`src/rtl/pipe_cond_unit_pkg.sv`:
```
// Shared pipeline definitions: condition-code encodings and flag bit positions.
// Imported by the condition evaluator and the Execute/Memory control logic.
package pipe_cond_unit_pkg;

    localparam int FLAGS_W = 4;

    // Bit positions inside the architectural {N,Z,C,V} flag word
    localparam int FLAG_N = 3;
    localparam int FLAG_Z = 2;
    localparam int FLAG_C = 1;
    localparam int FLAG_V = 0;

    typedef enum logic [3:0] {
        COND_EQ = 4'b0000,
        COND_NE = 4'b0001,
        COND_CS = 4'b0010,
        COND_CC = 4'b0011,
        COND_MI = 4'b0100,
        COND_PL = 4'b0101,
        COND_VS = 4'b0110,
        COND_VC = 4'b0111,
        COND_HI = 4'b1000,
        COND_LS = 4'b1001,
        COND_GE = 4'b1010,
        COND_LT = 4'b1011,
        COND_GT = 4'b1100,
        COND_LE = 4'b1101,
        COND_AL = 4'b1110,
        COND_NV = 4'b1111
    } cond_e;

endpackage

```
`src/rtl/pipe_cond_check.sv`:
```
// Purely combinational condition evaluator: maps a condition field and the
// current {N,Z,C,V} flags to a pass/fail bit.
module pipe_cond_check
    import pipe_cond_unit_pkg::*;
(
    input  logic [3:0]         cond,
    input  logic [FLAGS_W-1:0] flags,
    output logic               cond_ex
);

    logic n, z, c, v;

    assign n = flags[FLAG_N];
    assign z = flags[FLAG_Z];
    assign c = flags[FLAG_C];
    assign v = flags[FLAG_V];

    always_comb begin
        cond_ex = 1'b0;
        case (cond_e'(cond))
            COND_EQ: cond_ex = z;
            COND_NE: cond_ex = ~z;
            COND_CS: cond_ex = c;
            COND_CC: cond_ex = ~c;
            COND_MI: cond_ex = n;
            COND_PL: cond_ex = ~n;
            COND_VS: cond_ex = v;
            COND_VC: cond_ex = ~v;
            COND_HI: cond_ex = c & ~z;
            COND_LS: cond_ex = ~c | z;
            COND_GE: cond_ex = (n == v);
            COND_LT: cond_ex = (n != v);
            COND_GT: cond_ex = ~z & (n == v);
            COND_LE: cond_ex = z | (n != v);
            COND_AL: cond_ex = 1'b1;
            // NV is never-execute, so it must block every side effect
            COND_NV: cond_ex = 1'b0;
            default: cond_ex = 1'b0;
        endcase
    end

endmodule

```
`src/rtl/pipe_cond_unit.sv`:
```
// Execute-stage conditional unit: gates E-stage controls by the condition
// result, owns the architectural flag register and the E/M control register.
module pipe_cond_unit
    import pipe_cond_unit_pkg::*;
(
    input  logic               clk,
    input  logic               reset_n,
    input  logic [3:0]         CondE,
    input  logic [1:0]         FlagWE,
    input  logic [FLAGS_W-1:0] ALUFlags,
    input  logic               PCSrcE,
    input  logic               RegWriteE,
    input  logic               MemWriteE,
    input  logic               BranchE,
    input  logic               NoWriteE,
    input  logic               FlushE,
    input  logic               StallM,
    output logic               CondExE,
    output logic               BranchTakenE,
    output logic               PCSrcM,
    output logic               RegWriteM,
    output logic               MemWriteM,
    output logic [FLAGS_W-1:0] FlagsQ
);

    logic               cond_pass_p0;
    logic               cond_ex_p0;
    logic               pcsrc_d_p0;
    logic               regwrite_d_p0;
    logic               memwrite_d_p0;
    logic               wr_nz_p0;
    logic               wr_cv_p0;

    logic [FLAGS_W-1:0] flags_p1;
    logic               pcsrc_p1;
    logic               regwrite_p1;
    logic               memwrite_p1;

    // Evaluation reads only the registered flags, never ALUFlags directly
    pipe_cond_check u_cond_check (
        .cond    (CondE),
        .flags   (flags_p1),
        .cond_ex (cond_pass_p0)
    );

    // ---- Execute stage (combinational gating) ----
    assign cond_ex_p0    = cond_pass_p0 & ~FlushE;
    assign pcsrc_d_p0    = PCSrcE & cond_ex_p0;
    assign regwrite_d_p0 = RegWriteE & cond_ex_p0 & ~NoWriteE;
    assign memwrite_d_p0 = MemWriteE & cond_ex_p0;
    assign wr_nz_p0      = FlagWE[1] & cond_ex_p0;
    assign wr_cv_p0      = FlagWE[0] & cond_ex_p0;

    assign CondExE       = cond_ex_p0;
    assign BranchTakenE  = BranchE & cond_ex_p0;

    // ---- Execute -> Memory register boundary ----
    // A stall freezes the flags too, so a held instruction cannot update them twice.
    always_ff @(posedge clk) begin
        if (!reset_n) begin
            flags_p1    <= '0;
            pcsrc_p1    <= 1'b0;
            regwrite_p1 <= 1'b0;
            memwrite_p1 <= 1'b0;
        end else if (!StallM) begin
            pcsrc_p1    <= pcsrc_d_p0;
            regwrite_p1 <= regwrite_d_p0;
            memwrite_p1 <= memwrite_d_p0;
            if (wr_nz_p0) begin
                flags_p1[FLAG_N] <= ALUFlags[FLAG_N];
                flags_p1[FLAG_Z] <= ALUFlags[FLAG_Z];
            end
            if (wr_cv_p0) begin
                flags_p1[FLAG_C] <= ALUFlags[FLAG_C];
                flags_p1[FLAG_V] <= ALUFlags[FLAG_V];
            end
        end
    end

    assign FlagsQ    = flags_p1;
    assign PCSrcM    = pcsrc_p1;
    assign RegWriteM = regwrite_p1;
    assign MemWriteM = memwrite_p1;

endmodule

```
`config.mk`:
```
export PLATFORM = sky130hd
export DESIGN_NAME = pipe_cond_unit
export DESIGN_NICKNAME = d
export VERILOG_FILES = /design/src/rtl/pipe_cond_unit_pkg.sv /design/src/rtl/pipe_cond_check.sv /design/src/rtl/pipe_cond_unit.sv
export SDC_FILE = /design/constraint.sdc
export NUM_CORES = 1
export LEC_CHECK = 0
export BUFFER_PORTS_ARGS = -buffer_cell sky130_fd_sc_hd__buf_2
export CAP_MARGIN = 10
export CORE_AREA = 2 2 39 41
export CTS_CLUSTER_SIZE = 24
export DETAILED_ROUTE_END_ITERATION = 8
export DIE_AREA = 0 0 41 43
export PLACE_DENSITY = 0.85
export SYNTH_ARGS = -nofsm -noshare
export SYNTH_HDL_FRONTEND = slang
export SYNTH_SLANG_ARGS = --single-unit
```
`constraint.sdc`:
```
create_clock -name clk -period 4.5 [get_ports clk]
set_input_delay 0.225 -clock clk [delete_from_list [all_inputs] [get_ports clk]]
set_output_delay 0.225 -clock clk [all_outputs]
set_load 0.01 [all_outputs]
```
==> results.json <==
{
  "outcome": "finished clean",
  "ios": 28,
  "grt_overflow": 0,
  "syn-cell-area_um2": 549,
  "clock.fmax_mhz": 505,
  "dpl-instance-area_um2": 684,
  "fin_crit_sh_pct": 44.0,
  "hold_class": "in -> reg",
  "rows": 14,
  "vias_per_cell": 5.06,
  "cts_max_level": 1,
  "synth_flop_cell": "dfxtp_1",
  "wl_um": 1170,
  "cts_tree": "done",
  "vdd_drop_max_mv": 0.163,
  "gp_congestion": 0.772,
  "crit_start": "FlagsQ[0]",
  "r2r_cells": 5,
  "synth_async_sr_flop_share_pct": 0,
  "worst_pin_slew_ps": 349,
  "rsz0062_at_grt": "no",
  "drive_gt1_share_pct": 44.2,
  "p_seq_share_pct": 41.1,
  "wire_per_inst_um": 11.4,
  "crit_type": "reg -> out",
  "setup_tns_ps": 0,
  "synth_area_leader_cell": "dfxtp_1",
  "setup_viol": 0,
  "cp-endpoint": "BranchTakenE",
  "path_cells": "xor2_2, and3_2, o31ai_4, a21boi_4, and2_1, buf_2",
  "synth_nets": 77,
  "cp_slowest_cell": "dfxtp_1",
  "grt_max_degree": 15,
  "cp_slowest_stage_delay_ps": 350,
  "ys_seq_area_share_pct": 25.5,
  "path_clk_slew_ps": 50,
  "hold_viol": 0,
  "core_area_um2": 1380,
  "first_pass_iters": 2,
  "grt_usage_pct": 15.3,
  "final.min_clock_period_ps": 1980,
  "p_leak_nw": 0.331,
  "dp.cells": 98,
  "post-route-util_pct": 51.4,
  "area_growth_pct": 29.4,
  "grt_first_pass_wirelength_um": 1880,
  "max-slew-margin-rel_pct": 76.7,
  "cts-hold-fix-buffers": 0,
  "p_clk_share_pct": 34.2,
  "synth-seq-cells": 7,
  "synth_top_area_share_pct": 25.5,
  "die_area_um2": 1760,
  "die_height_um": 43,
  "cts.sinks": 7,
  "swShare_pct": 26.6,
  "r2r-start": "FlagsQ[0]",
  "clock_latency_ps": 240,
  "die_w_um": 41,
  "synth_edf_count": 0,
  "fin_skew_ps": 0.359,
  "synth_cell_types": 29,
  "clockBufferDepth": 2,
  "netSwitchingPower_mw": 0.0424,
  "drc": 0,
  "syn_inst": 58,
  "clockRootBuffer": "clkbuf_4",
  "r2r-end": "FlagsQ[1]",
  "fin_nets": 106,
  "synth_warnings": 0,
  "drtAntennaViolNets": 0,
  "vias": 516,
  "cts_made_buffers": 3,
  "startpoint_type": "flip-flop",
  "powerDensity_nw_per_um2": 224,
  "end_kind": "primary output",
  "maxCapViolCount": 0,
  "synth_area_per_cell_um2": 9.47,
  "post_cts_buffers": 0,
  "r2r_slack_ps": 2950,
  "slew_viol_final": 0,
  "cts_resized": 0,
  "antenna_found_initial": 0,
  "combPwrFrac_pct": 24.7,
  "port_buffers": 27,
  "p_int_mw": 0.117,
  "yosysMostFrequentCell": "nand2_1",
  "finalNonFillerCells": 102,
  "fin_area_um2": 711,
  "start_util_pct": 39.7,
  "hpwl_um": 979,
  "cp_max_fo": 5,
  "antenna_cells": 0,
  "crit_required_ps": 4280,
  "cp.arrival_ps": 1760,
  "ys_top_cells_by_area": "dfxtp_1, mux2i_1, nand2_1",
  "netlist_top_cells_count": "nand2_1, dfxtp_1, mux2i_1",
  "grt_pass1_vias": 490,
  "drt_iter0_drc": 6
}
power groups by stage:
stage,Clock (mW),Sequential [mW],Combinational [mW]
after detailed placement,0,0.0667,0.0398
after global placement,0,0.0665,0.0389
final,0.0546,0.0655,0.0394
after global routing,0.0609,0.0656,0.0437
after CTS,0.0568,0.0654,0.0399
after floorplan,0,0.0672,0.0255
state kept, by name (all words and copies together) (netlist names):
| name | count |
|---|---|
| MemWriteM | 1 |
| FlagsQ | 4 |
| PCSrcM | 1 |
| RegWriteM | 1 |
layout by cell type, fill, tap and decap left out, drive strengths merged, types with 2 or more instances in the layout:
master	Yosys	final
buf	2	27
nand2	9	9
dfxtp	7	7
mux2i	7	7
clkbuf	1	4
nor2b	3	3
a32o	3	3
a21oi	3	3
nor3b	2	2
inv	2	2
nand3b	2	2
and3b	2	2
xor2	2	2
per-layer routing:
layer | GRT usage [%] | wire, um | vias to the layer above
li1 | - | - | 267
met3 | 1.57 | 47 | 2
met2 | 27.8 | 650 | 10
met5 | 0 | 0 | -
met4 | 6.00 | 20 | 0
met1 | 16.6 | 447 | 237
logic make-up (layout without fill, tap and decap cells):
group                     Yosys count  in the layout  share of synthesized area, %
and+or+nand+nor                    25             25                          26.9
AOI/OAI and AO/OA                  12             12                          25.3
muxes                               7              7                          12.8
DFF                                 7              7                          25.5
buffers and inverters               5             33                          5.01
xor gates and xnor gates            2              2                          4.56
how the worst min path moves through the flow:
stage	start	to	slack [ps]	cells after the start
after floorplan	ALUFlags[1]	FlagsQ[1]	370	2
after global placement	ALUFlags[3]	FlagsQ[3]	480	3
after detailed placement	ALUFlags[3]	FlagsQ[3]	480	3
after CTS	ALUFlags[3]	FlagsQ[3]	220	3
after global routing	ALUFlags[1]	FlagsQ[1]	240	3
final	ALUFlags[2]	FlagsQ[2]	220	3
layout make-up:
class | count | area [um^2]
Clock buffer | 4 | 26.3
Fill cell | 136 | 673
Inverter | 2 | 7.51
Multi-Input combinational cell | 46 | 382
Sequential cell | 7 | 140
Tap cell | 16 | 20.0
Timing Repair Buffer | 27 | 135
critical path: cells and delay by family (launching register included):
kind                      cells  cell delay (ps)
xor gates and xnor gates      1              200
and+or+nand+nor               2              390
buffers and inverters         1              130
DFF                           1              350
AOI/OAI and AO/OA             2              440
stage by stage:
stage | total power, mW | setup WS (ps) | hold slack, ps
finish | 0.160 | 2520 | 223
global placement | 0.105 | 2800 | 475
detailed placement | 0.106 | 2770 | 481
floorplan | 0.0927 | 2820 | 367
CTS | 0.162 | 2500 | 218
global route | 0.170 | 2370 | 242
No activity file was read; power rests on OpenSTA's default activity.
